`src/rtl/if1_pc_gen.sv`:
```
// IF1 PC generator: boot/fetch sequencing, redirect, and next-PC prediction.
// Define IF1_BTB_EN to include the 16-entry direct-mapped BTB with 2-bit counters.
module if1_pc_gen (
  input  logic        clk,
  input  logic        reset,
  input  logic        pc_wen,
  input  logic        pc_is_wrong,
  input  logic [31:0] pc_correct,
  output logic        inst_sram_req,
  output logic [31:0] inst_sram_addr,
  input  logic        inst_sram_addr_ok,
  input  logic        ex_br_upd,
  input  logic [31:0] ex_pc,
  input  logic        ex_branch,
  input  logic [31:0] ex_pc_branch,
  output logic [31:0] if1_pc,
  output logic        if1_valid,
  output logic        if1_branch_bp,
  output logic [31:0] if1_pred_target
);

  localparam logic [31:0] RESET_PC = 32'h1C00_0000;

  typedef enum logic {BOOT, FETCH} state_t;

  state_t      state;
  logic [31:0] pc;
  logic [31:0] pc_seq;
  logic [31:0] next_pc;
  logic        fetch_ok;

  // Reset is gated in directly so nothing issues during the reset cycle itself.
  assign fetch_ok        = (state == FETCH) & ~reset;
  assign pc_seq          = pc + 32'd4;
  assign inst_sram_req   = fetch_ok & pc_wen & ~pc_is_wrong;
  assign inst_sram_addr  = pc;
  assign if1_pc          = pc;
  assign if1_valid       = inst_sram_req & inst_sram_addr_ok;

`ifdef IF1_BTB_EN
  logic [15:0] btb_vld;
  logic [25:0] btb_tag [16];
  logic [31:0] btb_tgt [16];
  logic [1:0]  btb_ctr [16];
  logic [3:0]  rd_idx, wr_idx;
  logic        rd_hit, wr_hit;
  logic [1:0]  unused_ex_lsb;

  assign rd_idx          = pc[5:2];
  assign rd_hit          = btb_vld[rd_idx] & (btb_tag[rd_idx] == pc[31:6]);
  assign if1_branch_bp   = fetch_ok & rd_hit & btb_ctr[rd_idx][1];
  assign if1_pred_target = rd_hit ? btb_tgt[rd_idx] : pc_seq;

  assign wr_idx          = ex_pc[5:2];
  assign wr_hit          = btb_vld[wr_idx] & (btb_tag[wr_idx] == ex_pc[31:6]);
  assign unused_ex_lsb   = ex_pc[1:0];

  // Lookup reads the array before this edge, so same-cycle updates appear next cycle.
  always_ff @(posedge clk) begin
    if (reset) begin
      btb_vld <= '0;
      for (int i = 0; i < 16; i++) btb_ctr[i] <= 2'b01;
    end else if (ex_br_upd) begin
      if (wr_hit) begin
        if (ex_branch) begin
          if (btb_ctr[wr_idx] != 2'b11) btb_ctr[wr_idx] <= btb_ctr[wr_idx] + 2'd1;
          btb_tgt[wr_idx] <= ex_pc_branch;
        end else if (btb_ctr[wr_idx] != 2'b00) begin
          btb_ctr[wr_idx] <= btb_ctr[wr_idx] - 2'd1;
        end
      end else if (ex_branch) begin
        btb_vld[wr_idx] <= 1'b1;
        btb_tag[wr_idx] <= ex_pc[31:6];
        btb_tgt[wr_idx] <= ex_pc_branch;
        btb_ctr[wr_idx] <= 2'b10;
      end
    end
  end
`else
  logic unused_ex;

  assign if1_branch_bp   = 1'b0;
  assign if1_pred_target = pc_seq;
  assign unused_ex       = ^{ex_br_upd, ex_pc, ex_branch, ex_pc_branch};
`endif

  always_comb begin
    next_pc = pc;
    if (pc_wen & pc_is_wrong) next_pc = pc_correct;
    else if (if1_valid)       next_pc = if1_branch_bp ? if1_pred_target : pc_seq;
  end

  always_ff @(posedge clk) begin
    if (reset) begin
      state <= BOOT;
      pc    <= RESET_PC;
    end else begin
      state <= FETCH;
      pc    <= next_pc;
    end
  end

endmodule

```
`config.mk`:
```
export PLATFORM = sky130hd
export DESIGN_NAME = if1_pc_gen
export DESIGN_NICKNAME = d
export VERILOG_FILES = /design/src/rtl/if1_pc_gen.sv
export SDC_FILE = /design/constraint.sdc
export NUM_CORES = 1
export LEC_CHECK = 0
export CORE_MARGIN = 5
export CORE_UTILIZATION = 33
export DETAILED_ROUTE_END_ITERATION = 7
export PLACE_DENSITY = 0.84
export SLEW_MARGIN = 20
export SYNTH_ARGS = -nofsm -noshare
export SYNTH_HDL_FRONTEND = slang
export SYNTH_SLANG_ARGS = --single-unit
```
`constraint.sdc`:
```
create_clock -name clk -period 2.8 [get_ports clk]
set_input_delay 0.56 -clock clk [delete_from_list [all_inputs] [get_ports clk]]
set_output_delay 0.56 -clock clk [all_outputs]
set_load 0.01 [all_outputs]
```
# [Word level (Yosys, flattened, before mapping)]
# Index checks and enable logic that the tools add are counted.
[op_classes] reduce_logical=1 n_addsub=1 n_mux=3 bitwise_logic=7
[op_table] op="$mux 32" n=2
[op_table] op="$add 32x3->32 const B" n=1
[op_table] op="$and 1x1->1" n=5
[op_table] op="$not 1->1" n=2
[op_table] op="$reduce_bool 2->1" n=1
[op_table] op="$mux 1" n=1
[totals] register_bits=33 out_inout_bits=99 inputBits=103

# [Longest topological paths before layout]
[logic_depth] ltp_word=7 mapped_depth=7 ltp_nobuf=6

# [Worst setup path before layout]
# OpenSTA, ideal clock, no wires.
[synth_path] path_kind="flip-flop to output port" startpoint="reg pc[2] (netlist: if1_pc[2])" endpoint="out if1_pred_target[16]" required_ns=2.240 stages_incl_launch_ff=7 path_slack_ns=0.468 n_path_buf=1 t_arrival_ns=1.772 cell_sequence="dfxtp_1 > ha_1 > nand3_1 > or4_1 > buf_2 > nor2_1 > xor2_1"
[synth_via] elab_chain_len=1
[synth_lines] element="start: declaration" line="27" rtl="logic [31:0] pc;"
[synth_lines] element="start signal: assignment" line="99" rtl="pc <= next_pc;"
[synth_lines] element="$add 32x3->32" line="34" rtl="assign pc_seq = pc + 32'd4;"
[synth_lines] element="end: declaration" line="19" rtl="output logic [31:0] if1_pred_target"
# Every way passes these cells.

# [Final worst setup path]
[layout_path] startpoint="reg pc[2] (netlist: if1_pc[2])" endpoint="out if1_pred_target[26]"
# The elaborated chain is that of the path after synthesis.

==> metrics.yaml <==
p_total_mw: 1.409
first_pass_iters: 4
hold_slack_ns: 0.5036
clkTransAtPathRegs_ns: 0.07
ys_warn_count: 0
drv_cap: 0
vdd_ir_drop_max_mv: 0.1818
nFillCells: 674
crit_required_ns: 2.24
cts_tree: "yes"
crit_family: "buffers and inverters"
grt_pass1_wl_um: 13600
reg2reg_setup_slack_ns: 0.91
syn_nets: 412
rsz0062_at_grt: "true"
fin_crit_sh_pct: 95.11
ant_nets: 0
drive_above_1_share_pct: 16.97
critPathBufInv: 4
cts-root-buf: "clkbuf_8"
clockBufferDepth: 2
clock-sinks: 33
multi_input_area_sq_mm: 0.001413
cp_slowest_cell: "dfxtp_2"
hp-class: "register to register"
critPathKind: "register to output pin"
drt-wirelength-per-cell_um: 16.23
initial_core_util_pct: 33.29
worstPathArrival_ns: 2.10
cts-buffers-inserted: 5
grt_usage_pct: 19.12
clk-insertion-delay-late_ns: 0.28
post-dp-hpwl_um: 6400
drcViolationCount: 0
finClkSkew_ns: 0.01057
grt_max_degree: 28
min_period_ns: 2.663
cp_max_fo: 6
hold_buffers: 0
place.gp.congestion: 0.8628
die_h_um: 94.86
p_leak_nw: 1.683
slew_viol_final: 0
ios: 202
layout.nets: 539
diodes: 0
synthCells: 308
gr-total-overflow: 0
critPathLaunchType: "register"
status: "complete, no violations"
vias: 2779
final_common_cell: "clkdlybuf4s50_1"
viasPerCell: 5.194
postLayoutCellArea_sq_mm: 0.003995
dieArea_sq_mm: 0.008997
die_w_um: 94.86
ys_ff_latch: 33
core_area_sq_mm: 0.007137
synth_edf_count: 0
setup_viol: 0
antenna_found_initial: 0
synth_area_sq_mm: 0.002376
syn_to_final_growth_pct: 68.14
end_kind: "output pin"
fmax_mhz: 375.5
tightest_slew_ns: 0.5902
grt_pass1_vias: 2762
async_reset_ff_share_pct: 0
htree_levels: 2
syn_area_per_cell_sq_um: 7.714
postPlaceCellArea_sq_mm: 0.003726
fp-row-count: 31
timing.critical_path.mode_cell: "buf_4"
io_buffers: 134
power_density_mw_per_mm2: 352.7
path_cells: "ha_2, nand3_2, buf_4, nor4_2, buf_4, buf_4, nand3_1, xnor2_1, dlygate4sd2_1"
synthFlopType: "dfxtp_1"
max_stage_delay_ns: 0.35
finalHoldViolCount: 0
tns_ns: 0
yosysSeqAreaShare_pct: 27.80
final-seq-area_sq_um: 664.4
max-slew-margin-rel_pct: 60.56
ys_types: 46
drt_iter0_markers: 108
layout_common_cells: "clkdlybuf4s50_1, buf_4, nand2_1"
routed_wl_um: 8684
==> where the power goes <==
| part | switching (mW) | internal (mW) |
|---|---|---|
| Clock | 0.189 | 0.290 |
| Sequential | 0.0364 | 0.497 |
| Combinational | 0.166 | 0.231 |
| Total | 0.392 | 1.02 |
==> final timing paths <==
kind,end,cells past startpoint,start
worst max-delay path,if1_pred_target[26],9,if1_pc[2]$_SDFFE_PP0P_
worst min-delay path,if1_pc[1]$_SDFFE_PP0P_,2,if1_pc[1]$_SDFFE_PP0P_
worst max register to register,if1_pc[16]$_SDFFE_PP0P_,7,if1_pc[2]$_SDFFE_PP0P_
worst min register to register,if1_pc[1]$_SDFFE_PP0P_,2,if1_pc[1]$_SDFFE_PP0P_
==> timing repair <==
item	CTS	global route
buffers inserted	8	3
gates cloned	0	0
gates resized for setup	21	20
pin swaps	3	1
endpoints found under the hold margin	0	0
endpoints found under the setup margin	20	12
==> registers in the layout, summed over array words and instances, names as in the netlist <==
signal,flops
if1_pc,32
state,1
==> logic make-up (layout without fill, tap and decap cells) <==
| group | Yosys count | count (layout) | share of synthesized area, % |
|---|---|---|---|
| flops | 33 | 33 | 27.80 |
| compound gates | 71 | 71 | 20.33 |
| buf+inv | 62 | 190 | 15.59 |
| simple gates | 109 | 109 | 24.07 |
| other cells | 1 | 1 | 0.1578 |
| xor+xnor | 29 | 29 | 10.69 |
| fa+ha+maj | 1 | 1 | 0.5265 |
| mux | 2 | 2 | 0.8426 |
==> synthesized netlist by cell type, types with 5 or more instances <==
cell type	instances	share of area [%]
xnor2_1	21	7.7
nand2_1	37	5.8
nand4_1	11	2.9
buf_2	5	1.1
clkbuf_1	14	2.2
dfxtp_1	33	28
o2bb2ai_1	6	2.2
o21ai_0	9	1.9
and3_1	6	1.6
a22oi_1	9	2.8
o21ai_1	6	1.3
buf_4	35	11
a21oi_1	15	3.2
nand3_1	9	1.9
xor2_1	8	2.9
nor3_1	5	1.1
nor2_1	25	3.9
inv_1	6	0.95
==> per-stage QoR <==
| step | util, % | setup slack [ns] | cells |
|---|---|---|---|
| after detailed placement | 52.21 | -0.02504 | 516 |
| after CTS | 55.01 | -0.08470 | 532 |
| after global routing | 55.98 | -0.01647 | 535 |
| after global placement | 52.21 | 0.00002176 | 516 |
| final | 55.98 | 0.1368 | 535 |
| after floorplan | - | 0.4685 | 308 |
==> worst reg2reg max path, delay by kind of cell (launching register included) <==
family / cells / cell delay (ns)
flops: 1 / 0.35
fa+ha+maj: 1 / 0.19
buf+inv: 1 / 0.18
simple gates: 3 / 0.92
compound gates: 2 / 0.20
==> layout make-up <==
type	instances	share of cell area, %
Timing Repair Buffer	175	41.25
Multi-Input combinational cell	213	35.36
Sequential cell	33	16.63
Tap cell	99	3.101
Clock buffer	6	2.067
Clock inverter	2	0.9396
Inverter	7	0.6577
==> routing by layer <==
metal / up-vias / part of all wire, % / track usage (%)
li1: 1308 / - / -
met1: 1301 / 40 / 23.42
met2: 144 / 49 / 31.24
met3: 26 / 7.5 / 5.418
met4: 0 / 3.5 / 8.173
met5: - / 0 / 0
No activity file was read; power rests on OpenSTA's default activity.
